<file path="src/rtl/nec_key_event_queue_if.sv">
// Event-queue bus for the NEC key event queue: decoded IR frames in,
// queued key events and status out.
interface nec_key_event_queue_if;
  logic        frame_valid;
  logic [31:0] frame_data;
  logic        evt_valid;
  logic        evt_ready;
  logic [15:0] evt_addr;
  logic [7:0]  evt_cmd;
  logic        evt_repeat;
  logic [7:0]  evt_rpt_cnt;
  logic [7:0]  err_cnt;
  logic        overflow;
  logic [4:0]  fifo_level;

  modport slave (
    input  frame_valid, frame_data, evt_ready,
    output evt_valid, evt_addr, evt_cmd, evt_repeat, evt_rpt_cnt,
           err_cnt, overflow, fifo_level
  );

  modport master (
    output frame_valid, frame_data, evt_ready,
    input  evt_valid, evt_addr, evt_cmd, evt_repeat, evt_rpt_cnt,
           err_cnt, overflow, fifo_level
  );
endinterface

</file>
<file path="src/rtl/nec_key_event_queue.sv">
// Validates decoded NEC frames, classifies held-key repeats and queues the
// resulting key events for a ready/valid consumer.
module nec_key_event_queue #(
  parameter int FIFO_DEPTH   = 4,
  parameter int HOLD_TIMEOUT = 6000000,
  parameter bit STRICT_ADDR  = 1'b1
) (
  input logic                   clk,
  input logic                   rst_n,
  nec_key_event_queue_if.slave  bus
);

  localparam int PW = (FIFO_DEPTH > 1) ? $clog2(FIFO_DEPTH) : 1;
  localparam int TW = $clog2(HOLD_TIMEOUT + 1);
  localparam logic [TW-1:0] HOLD_MAX = TW'(HOLD_TIMEOUT);

  typedef enum logic {IDLE, CHECK} state_t;

  typedef struct packed {
    logic [15:0] addr;
    logic [7:0]  cmd;
    logic        rpt;
    logic [7:0]  rpt_cnt;
  } event_t;

  state_t          state, state_nxt;
  logic            capture, checking;
  logic            fv_q, armed, edge_det;
  logic [31:0]     frame_q;
  logic [TW-1:0]   hold_timer;
  logic            last_vld;
  logic [23:0]     last_key;
  logic [7:0]      last_cnt;

  logic [7:0]      cmd, inv_cmd;
  logic [15:0]     key_addr;
  logic            cmd_ok, addr_ok, frame_ok, frame_bad, is_rpt;
  event_t          new_evt, head;

  event_t          mem [FIFO_DEPTH];
  logic [PW-1:0]   rd_ptr, wr_ptr;
  logic [4:0]      level;
  logic            full, push, pop, do_write, drop;

  // armed stays low until frame_valid has been seen low once after reset,
  // so a level held through reset never looks like a fresh edge.
  assign edge_det = bus.frame_valid & ~fv_q & armed;

  // NOTE: every output of a combinational block gets a default first so no
  // path leaves it unassigned, which would otherwise infer a latch.
  always_comb begin
    state_nxt = state;
    capture   = 1'b0;
    checking  = 1'b0;
    case (state)
      IDLE: begin
        if (edge_det) begin
          capture   = 1'b1;
          state_nxt = CHECK;
        end
      end
      CHECK: begin
        checking  = 1'b1;
        state_nxt = IDLE;
      end
      default: state_nxt = IDLE;
    endcase
  end

  assign inv_cmd   = frame_q[31:24];
  assign cmd       = frame_q[23:16];
  assign cmd_ok    = (cmd == ~inv_cmd);
  assign addr_ok   = !STRICT_ADDR || (frame_q[15:8] == ~frame_q[7:0]);
  assign key_addr  = STRICT_ADDR ? {8'h00, frame_q[7:0]} : frame_q[15:0];
  assign frame_ok  = checking & cmd_ok & addr_ok;
  assign frame_bad = checking & ~(cmd_ok & addr_ok);

  assign is_rpt = last_vld && (last_key == {key_addr, cmd}) && (hold_timer < HOLD_MAX);

  always_comb begin
    new_evt.addr    = key_addr;
    new_evt.cmd     = cmd;
    new_evt.rpt     = is_rpt;
    new_evt.rpt_cnt = 8'h00;
    if (is_rpt) new_evt.rpt_cnt = (last_cnt == 8'hFF) ? 8'hFF : last_cnt + 8'd1;
  end

  // A pop frees a slot in the same cycle, so a push into a full queue with
  // a simultaneous pop still lands.
  assign full     = (level == 5'(FIFO_DEPTH));
  assign pop      = bus.evt_valid & bus.evt_ready;
  assign push     = frame_ok;
  assign do_write = push & (~full | pop);
  assign drop     = push & full & ~pop;

  // NOTE: state registers use non-blocking assignments so every flop
  // samples the pre-edge values regardless of statement order.
  always_ff @(posedge clk) begin
    if (!rst_n) begin
      state        <= IDLE;
      fv_q         <= 1'b0;
      armed        <= 1'b0;
      frame_q      <= '0;
      hold_timer   <= HOLD_MAX;
      last_vld     <= 1'b0;
      last_key     <= '0;
      last_cnt     <= '0;
      bus.err_cnt  <= '0;
      bus.overflow <= 1'b0;
      rd_ptr       <= '0;
      wr_ptr       <= '0;
      level        <= '0;
    end else begin
      state <= state_nxt;
      fv_q  <= bus.frame_valid;
      if (!bus.frame_valid) armed <= 1'b1;
      if (capture) frame_q <= bus.frame_data;

      if (frame_ok)                   hold_timer <= '0;
      else if (hold_timer < HOLD_MAX) hold_timer <= hold_timer + TW'(1);

      if (frame_ok) begin
        last_vld <= 1'b1;
        last_key <= {key_addr, cmd};
        last_cnt <= new_evt.rpt_cnt;
      end

      if (frame_bad && bus.err_cnt != 8'hFF) bus.err_cnt <= bus.err_cnt + 8'd1;
      if (drop) bus.overflow <= 1'b1;

      if (pop)      rd_ptr <= rd_ptr + PW'(1);
      if (do_write) wr_ptr <= wr_ptr + PW'(1);
      case ({do_write, pop})
        2'b10:   level <= level + 5'd1;
        2'b01:   level <= level - 5'd1;
        default: level <= level;
      endcase
    end
  end

  // NOTE: queue storage is deliberately not reset; reads are gated by
  // evt_valid, so stale contents are never visible.
  always_ff @(posedge clk) begin
    if (do_write) mem[wr_ptr] <= new_evt;
  end

  assign head            = mem[rd_ptr];
  assign bus.fifo_level  = level;
  assign bus.evt_valid   = (level != 5'd0);
  assign bus.evt_addr    = bus.evt_valid ? head.addr    : 16'h0000;
  assign bus.evt_cmd     = bus.evt_valid ? head.cmd     : 8'h00;
  assign bus.evt_repeat  = bus.evt_valid ? head.rpt     : 1'b0;
  assign bus.evt_rpt_cnt = bus.evt_valid ? head.rpt_cnt : 8'h00;

endmodule

</file>
<file path="src/flat_wrapper.sv">
// flat-port wrapper written by rule: the top's interface ports become plain ports
module nec_key_event_queue_flat 
#(
  parameter int FIFO_DEPTH   = 4,
  parameter int HOLD_TIMEOUT = 6000000,
  parameter bit STRICT_ADDR  = 1'b1
)
  (clk, rst_n, bus_frame_valid, bus_frame_data, bus_evt_ready, bus_evt_valid, bus_evt_addr, bus_evt_cmd, bus_evt_repeat, bus_evt_rpt_cnt, bus_err_cnt, bus_overflow, bus_fifo_level);
  nec_key_event_queue_if bus_i ();
  input logic clk;
  input logic rst_n;
  input wire logic [$bits(bus_i.frame_valid)-1:0] bus_frame_valid;
  input wire logic [$bits(bus_i.frame_data)-1:0] bus_frame_data;
  input wire logic [$bits(bus_i.evt_ready)-1:0] bus_evt_ready;
  output wire logic [$bits(bus_i.evt_valid)-1:0] bus_evt_valid;
  output wire logic [$bits(bus_i.evt_addr)-1:0] bus_evt_addr;
  output wire logic [$bits(bus_i.evt_cmd)-1:0] bus_evt_cmd;
  output wire logic [$bits(bus_i.evt_repeat)-1:0] bus_evt_repeat;
  output wire logic [$bits(bus_i.evt_rpt_cnt)-1:0] bus_evt_rpt_cnt;
  output wire logic [$bits(bus_i.err_cnt)-1:0] bus_err_cnt;
  output wire logic [$bits(bus_i.overflow)-1:0] bus_overflow;
  output wire logic [$bits(bus_i.fifo_level)-1:0] bus_fifo_level;
  assign bus_i.frame_valid = bus_frame_valid;
  assign bus_i.frame_data = bus_frame_data;
  assign bus_i.evt_ready = bus_evt_ready;
  assign bus_evt_valid = bus_i.evt_valid;
  assign bus_evt_addr = bus_i.evt_addr;
  assign bus_evt_cmd = bus_i.evt_cmd;
  assign bus_evt_repeat = bus_i.evt_repeat;
  assign bus_evt_rpt_cnt = bus_i.evt_rpt_cnt;
  assign bus_err_cnt = bus_i.err_cnt;
  assign bus_overflow = bus_i.overflow;
  assign bus_fifo_level = bus_i.fifo_level;
  nec_key_event_queue #(.FIFO_DEPTH(FIFO_DEPTH), .HOLD_TIMEOUT(HOLD_TIMEOUT), .STRICT_ADDR(STRICT_ADDR)) u_core (.clk(clk), .rst_n(rst_n), .bus(bus_i));
endmodule
</file>
<file path="config.mk">
export PLATFORM = sky130hd
export DESIGN_NAME = nec_key_event_queue_flat
export DESIGN_NICKNAME = d
export VERILOG_FILES = /design/src/rtl/nec_key_event_queue_if.sv /design/src/rtl/nec_key_event_queue.sv /design/src/flat_wrapper.sv
export SDC_FILE = /design/constraint.sdc
export NUM_CORES = 1
export LEC_CHECK = 0
export BUFFER_PORTS_ARGS = -buffer_cell sky130_fd_sc_hd__buf_4
export CAP_MARGIN = 10
export CORE_ASPECT_RATIO = 1.5
export CORE_UTILIZATION = 40
export CTS_CLUSTER_SIZE = 28
export DETAILED_ROUTE_END_ITERATION = 6
export PLACE_DENSITY = 0.66
export RECOVER_POWER = 100
export SLEW_MARGIN = 10
export SYNTH_ARGS = -nofsm -noshare
export SYNTH_HDL_FRONTEND = slang
export SYNTH_SLANG_ARGS = --single-unit
</file>
<file path="constraint.sdc">
create_clock -name clk -period 3.4 [get_ports clk]
set_input_delay 0.68 -clock clk [delete_from_list [all_inputs] [get_ports clk]]
set_output_delay 0.68 -clock clk [all_outputs]
set_load 0.05 [all_outputs]
</file>
==> flow_metrics.env, run 1 <==
export IMPL_post_route_period_util_pct=89.17
export IMPL_drt_met1_wl_mm=7.925
export IMPL_synth_edf_count=100
export IMPL_cts_root_buffer="clkbuf_16"
export IMPL_crit_type="flop to primary output"
export IMPL_rsz0062_at_grt="false"
export IMPL_cts_made_buffers=19
export IMPL_synth_cells=771
export IMPL_drv_cap=1
export IMPL_dp_slack_ns=0.6219
export IMPL_grt_max_degree=47
export IMPL_globalRouteOverflowTotal=0
export IMPL_hold_viol=0
export IMPL_syn_avg_cell_area_um2=11.58
export IMPL_gp_congestion=0.8552
export IMPL_cp_max_fo=28
export IMPL_ys_ff_latch=203
export IMPL_crit_required_ns=2.72
export IMPL_place_inst=1098
export IMPL_p_comb_share_pct=28.8
export IMPL_async_flop_share_pct=0
export IMPL_final_antenna_net_count=0
export IMPL_violations="capacitance limit, slew limit"
export IMPL_vias_per_cell=5.092
export IMPL_cp_start_kind="flop"
export IMPL_dpl_cell_area_um2=9808
export IMPL_top_layer="met4"
export IMPL_r2r_setup_slack_ns=0.45
export IMPL_peakVddDrop_mv=0.4278
export IMPL_power_share_clock_pct=30.6
export IMPL_cts_max_level=1
export IMPL_power_leakage_nw=3.665
export IMPL_slew_headroom_pct=-12.92
export IMPL_rows=66
export IMPL_antenna_found_initial=0
export IMPL_cp_arrival_ns=2.35
export IMPL_status="complete, but fails checks"
export IMPL_dieWidth_um=124.0
export IMPL_cts_tree="built"
export IMPL_fin_ws_ns=0.3681
export IMPL_cts_hold_buf=0
export IMPL_clk_pin_slew_worst_paths_ns=0.06
export IMPL_worstMarginPinSlew_ns=1.694
export IMPL_powerDensity_nw_per_um2=648.2
export IMPL_dp_hpwl_mm=12.48
export IMPL_utilization_pct=47.19
export IMPL_hp_class="primary input to flop"
export IMPL_min_period_ns=3.032
export IMPL_seqPwrFrac_pct=40.6
export IMPL_initial_core_util_pct=40.96
export IMPL_synth_cell_types=58
export IMPL_drv_slew=47
export IMPL_yosysWarnings=0
export IMPL_drive_above_1_share_pct=16.40
export IMPL_io_buffers=75
export IMPL_fin_area_um2=10290
export IMPL_vias=5769
export IMPL_ctsResizeCount=0
export IMPL_nets=892
export IMPL_grt_pass1_wl_mm=29.14
export IMPL_wl_per_cell_um=15.88
export IMPL_netlist_area_um2=8930
export IMPL_cts_setup_buffers=0
export IMPL_die_y_um=185.0
export IMPL_fmaxAchievable_ghz=0.3298
export IMPL_wl_mm=17.99
export IMPL_first_pass_iters=4
export IMPL_wl_met2_mm=9.061
export IMPL_drt_iter0_markers=248
export IMPL_clock_sinks=203
export IMPL_p_sw_mw=2.289
export IMPL_synth_seq_area_share_pct=56.72
export IMPL_clockBufferDepth=3
export IMPL_totalNegativeSetupSlack_ns=0
export IMPL_setup_viol=0
export IMPL_p_int_mw=4.380
export IMPL_netSwitchingFraction_pct=34.33
export IMPL_wl_met3_um=629
export IMPL_clock_skew_ns=0.01386
export IMPL_clkLatencyLatePin_ns=0.48
export IMPL_area_growth_syn_to_layout_pct=15.22
export IMPL_instances_no_fill=1133
export IMPL_ios=84
export IMPL_die_area_um2=22940
export IMPL_cp_end_kind="primary output"
export IMPL_drc=0
export IMPL_ys_flop_type="dfxtp_1"
export IMPL_grt_usage_pct=16.34
export IMPL_core_um2=21800
export IMPL_grt_pass1_vias=5611
[power by group through the flow]
| stage | sequential [mW] | combinational (mW) | clock (mW) |
|---|---|---|---|
| after detailed placement | 2.76 | 2.01 | 0 |
| after global placement | 2.76 | 2.00 | 0 |
| after global routing | 2.72 | 2.05 | 2.19 |
| after floorplan | 2.79 | 1.39 | 0 |
| final | 2.71 | 1.92 | 2.04 |
| after CTS | 2.71 | 2.02 | 2.09 |
[state kept, by name (all words and copies together), names as in the netlist, named ones only]
signal / flops
u_core.last_vld: 1
u_core.bus.overflow: 1
u_core.frame_q: 32
u_core.last_key: 16
u_core.mem: 100
u_core.bus.fifo_level: 5
u_core.state: 1
u_core.fv_q: 1
u_core.hold_timer: 23
u_core.wr_ptr: 2
u_core.armed: 1
u_core.bus.err_cnt: 8
u_core.last_cnt: 8
u_core.rd_ptr: 2
[stage by stage]
| stage | hold WS, ns | power (mW) |
|---|---|---|
| finish | 0.4149 | 6.669 |
| floorplan | 0.4440 | 4.174 |
| global route | 0.4099 | 6.952 |
| detailed placement | 0.4627 | 4.776 |
| CTS | 0.3921 | 6.816 |
| global placement | 0.4538 | 4.757 |
[worst max-delay path, cell delays in order (launching register included)]
cell and delay, ns:
dfxtp_1 0.39, nor4_2 0.48, nand2_1 0.13, clkbuf_2 0.35, and2_0 0.30, buf_4 0.21
[final timing paths]
kind,startpoint,to,depth (start not counted)
worst min register to register,u_core.armed$_SDFFE_PN0N_,u_core.armed$_SDFFE_PN0N_,2
worst max-delay path,u_core.bus.fifo_level[1]$_SDFFE_PN0P_,bus_evt_cmd[2],5
worst max register to register,u_core.frame_q[5]$_SDFFE_PN0P_,u_core.mem[2][15]$_DFFE_PP_,6
worst min-delay path,bus_frame_valid,u_core.armed$_SDFFE_PN0N_,2
[synth_stat cells (all sizes together) (3+ instances only)]
master	n	area [um2]
a211oi	8	60.06
o31ai	5	37.54
nor4	7	65.06
xnor2	34	297.8
xor2	34	297.8
edfxtp	100	3003
o21a	3	22.52
inv	15	56.30
and2	44	275.3
buf	16	102.6
a2111oi	7	86.33
clkbuf	32	120.1
ha	9	112.6
a21boi	51	382.9
nor2	29	108.9
nor3	9	56.31
and3	10	62.56
nand3	18	90.09
mux4	25	563.0
nand2	123	461.7
o21ai	22	110.1
dfxtp	103	2062
nand4	13	111.4
nor2b	6	37.54
mux2i	3	30.03
a21oi	16	80.08
[area by class of cell]
class / instances / area [um2]
sequential: 203 / 5066
antenna: 1 / 2.502
clock inverter: 9 / 72.57
tap: 272 / 340.3
fill: 2044 / 11510
timing repair buffer: 96 / 606.8
clock buffer: 25 / 531.8
inverter: 15 / 56.30
multi-input combinational: 512 / 3612
[layer usage]
layer  up-vias  track usage [%]
met5         -                0
met3        22            2.278
met4         0            5.333
met2       106            28.60
met1      2763            20.47
li1       2878                -
[logic make-up after synthesis]
family | count (synthesis) | share of synthesized area [%]
compound gates | 129 | 10.35
xor+xnor | 68 | 6.670
fa+ha+maj | 9 | 1.261
buf+inv | 63 | 3.124
flops | 203 | 56.72
mux | 28 | 6.641
other cells | 1 | 0.04199
simple gates | 270 | 15.19
[cells in the final DEF (no fill, tap or decap), types with 9 or more instances in the layout]
cell       synthesis  layout
a21boi_0          50      51
a21oi_1           16      16
and2_0             0      28
and2_1            44      16
and3_1            10      10
buf_4              9      57
clkbuf_1          32      27
clkbuf_16          0      19
clkbuf_2           0      13
dfxtp_1          103     102
edfxtp_1         100     100
ha_1               9       9
inv_1             15      15
mux4_2            25      25
nand2_1          123     123
nand3_1           18      18
nand4_1           11      11
nor2_1            29      29
o21ai_0           20      21
xnor2_1           34      34
xor2_1            34      34
Note: power is estimated with default switching activity, not from simulation.
==> inputs of run 2 (changes only) <==
--- a/config.mk
+++ b/config.mk
@@ -8,10 +8,10 @@
 export BUFFER_PORTS_ARGS = -buffer_cell sky130_fd_sc_hd__buf_4
 export CAP_MARGIN = 10
 export CORE_ASPECT_RATIO = 1.5
-export CORE_UTILIZATION = 40
+export CORE_UTILIZATION = 59
 export CTS_CLUSTER_SIZE = 28
 export DETAILED_ROUTE_END_ITERATION = 6
-export PLACE_DENSITY = 0.66
+export PLACE_DENSITY = 0.87
 export RECOVER_POWER = 100
 export SLEW_MARGIN = 10
 export SYNTH_ARGS = -nofsm -noshare
==> run 2 against run 1 <==
  * The flow now finishes without violations
  * Worst hold slack improved by 0.018 ns
  * Global-route usage rose by 9.2 points
  * Die area fell by 32%
  * Non-clock buffer count rose by 1
  * Highest routed layer unchanged
==> flow_metrics.env, run 2 (synthesis gave the netlist of run 1 again) <==
export IMPL_cts_hold_buf=0
export IMPL_first_pass_iters=6
export IMPL_cp_max_fo=11
export IMPL_rsz0062_at_grt="false"
export IMPL_io_buffers=75
export IMPL_wl_mm=18.71
export IMPL_grt_usage_pct=25.50
export IMPL_timing_rr_start="u_core.frame_q[7]$_SDFFE_PN0P_"
export IMPL_slew_headroom_pct=28.79
export IMPL_cp_arrival_ns=3.29
export IMPL_largest_reg_flops=100
export IMPL_crit_required_ns=3.50
export IMPL_dieWidth_um=102.5
export IMPL_p_comb_share_pct=28.2
export IMPL_clockBufferDepth=3
export IMPL_critPathLaunch="u_core.frame_q[7]$_SDFFE_PN0P_"
export IMPL_setup_viol=0
export IMPL_rr_endpoint="u_core.mem[1][15]$_DFFE_PP_"
export IMPL_total_power_mw=6.649
export IMPL_area_growth_syn_to_layout_pct=14.10
export IMPL_peakVddDrop_mv=0.7067
export IMPL_layout_common_cells="123 x nand2_1, 103 x dfxtp_1, 100 x edfxtp_1"
export IMPL_cts_max_level=1
export IMPL_clk_pin_slew_worst_paths_ns=0.07
export IMPL_totalNegativeSetupSlack_ns=0
export IMPL_power_share_clock_pct=31.5
export IMPL_clkLatencyLatePin_ns=0.49
export IMPL_min_period_ns=3.189
export IMPL_post_route_period_util_pct=93.80
export IMPL_drv_cap=0
export IMPL_vias=6109
export IMPL_drt_iter0_markers=356
export IMPL_vias_per_cell=5.785
export IMPL_rows=54
export IMPL_cts_made_buffers=18
export IMPL_drc=0
export IMPL_seqPwrFrac_pct=40.3
export IMPL_grt_pass1_wl_mm=30.82
export IMPL_ctsResizeCount=0
export IMPL_grt_pass1_vias=6040
export IMPL_crit_type="flop to flop"
export IMPL_cts_setup_buffers=0
export IMPL_core_um2=14660
export IMPL_cts_tree="built"
export IMPL_initial_core_util_pct=60.91
export IMPL_fmaxAchievable_ghz=0.3136
export IMPL_worstMarginPinSlew_ns=1.068
export IMPL_wl_per_cell_um=17.72
export IMPL_worst_r2r_path_depth=7
export IMPL_final_antenna_net_count=0
export IMPL_globalRouteOverflowTotal=0
export IMPL_status="finished clean"
export IMPL_r2r_setup_slack_ns=0.21
export IMPL_drv_slew=0
export IMPL_die_y_um=152.7
export IMPL_netSwitchingFraction_pct=34.50
export IMPL_nets=892
export IMPL_power_leakage_nw=3.681
export IMPL_p_sw_mw=2.294
export IMPL_regMostFlops="u_core.mem"
export IMPL_hold_viol=0
export IMPL_powerDensity_nw_per_um2=652.6
export IMPL_reg_top3="u_core.mem: 100 flops, u_core.frame_q: 32 flops, u_core.hold_timer: 23 flops"
export IMPL_antenna_found_initial=0
export IMPL_drive_above_1_share_pct=16.07
export IMPL_endpoint="u_core.mem[1][15]$_DFFE_PP_"
export IMPL_grt_max_degree=50
export IMPL_cp_start_kind="flop"
export IMPL_hp_class="primary input to flop"
export IMPL_mostFrequentLayoutCell="nand2_1"
export IMPL_clock_skew_ns=0.02341
export IMPL_clock_sinks=203
export IMPL_dp_hpwl_mm=12.50
export IMPL_p_int_mw=4.355
export IMPL_cts_root_buffer="clkbuf_16"
export IMPL_cp_end_kind="flop"
export IMPL_gp_congestion=0.8526
export IMPL_ios=84
export IMPL_die_area_um2=15640
[run 2: changes by cell type in the layout (fill, tap and decap cells not counted), sizes merged]
cell      previous run  this run
clkinvlp             3         1
buf                 58        47
clkbuf              63        77
clkinv               4         3
inv                 16        15
[run 2: worst max-delay path, cell delays in order, from the launching register on]
cell      delay (ns)
dfxtp_1         0.47
xor2_1          0.18
nand4_1         0.26
nor4_1          0.59
buf_4           0.21
and3_1          0.28
and2_1          0.20
clkbuf_1        0.60
[run 2: how the worst min path moves through the flow]
stage	slack, ns	end	start	depth (start not counted)
floorplan	0.44	u_core.armed$_SDFFE_PN0N_	u_core.armed$_SDFFE_PN0N_	2
global placement	0.46	u_core.armed$_SDFFE_PN0N_	u_core.armed$_SDFFE_PN0N_	2
detailed placement	0.46	u_core.armed$_SDFFE_PN0N_	u_core.armed$_SDFFE_PN0N_	2
CTS	0.42	u_core.armed$_SDFFE_PN0N_	bus_frame_valid	2
global route	0.44	u_core.armed$_SDFFE_PN0N_	bus_frame_valid	2
finish	0.43	u_core.armed$_SDFFE_PN0N_	bus_frame_valid	2
[run 2: per-stage QoR]
stage	hold slack [ns]	instances	setup WS [ns]	util [%]	cell area (um2)
global route	0.4408	1055	0.1678	69.47	10190
CTS	0.4181	1055	0.3829	70.51	10340
global placement	0.4556	1023	0.6584	66.29	9719
floorplan	0.4440	778	0.3851	-	8956
finish	0.4332	1056	0.2107	69.49	10190
detailed placement	0.4634	1023	0.6295	66.29	9719
[run 2: final cells by class]
cell class                      instances  area (um2)
Sequential cell                       203        5065
Fill cell                            1053        4473
Multi-Input combinational cell        512        3612
Timing Repair Buffer                   97       589.3
Clock buffer                           27       568.0
Tap cell                              196       245.2
Inverter                               15       56.30
Clock inverter                          5       50.05
Antenna cell                            1       2.502
[run 2: power groups by stage]
stage / Combinational [mW] / Sequential (mW) / Clock (mW)
after floorplan: 1.39 / 2.79 / 0
after global placement: 2.01 / 2.73 / 0
after detailed placement: 2.03 / 2.73 / 0
after CTS: 2.04 / 2.68 / 2.12
after global routing: 2.00 / 2.69 / 2.21
final: 1.88 / 2.68 / 2.09
[run 2: layer usage]
| layer | track usage [%] | wire, um | vias to the layer above |
|---|---|---|---|
| met5 | 0 | 0 | - |
| met1 | 32.23 | 7280 | 2920 |
| li1 | - | - | 2886 |
| met2 | 42.95 | 9652 | 248 |
| met3 | 4.174 | 1200 | 55 |
| met4 | 10.27 | 576 | 0 |
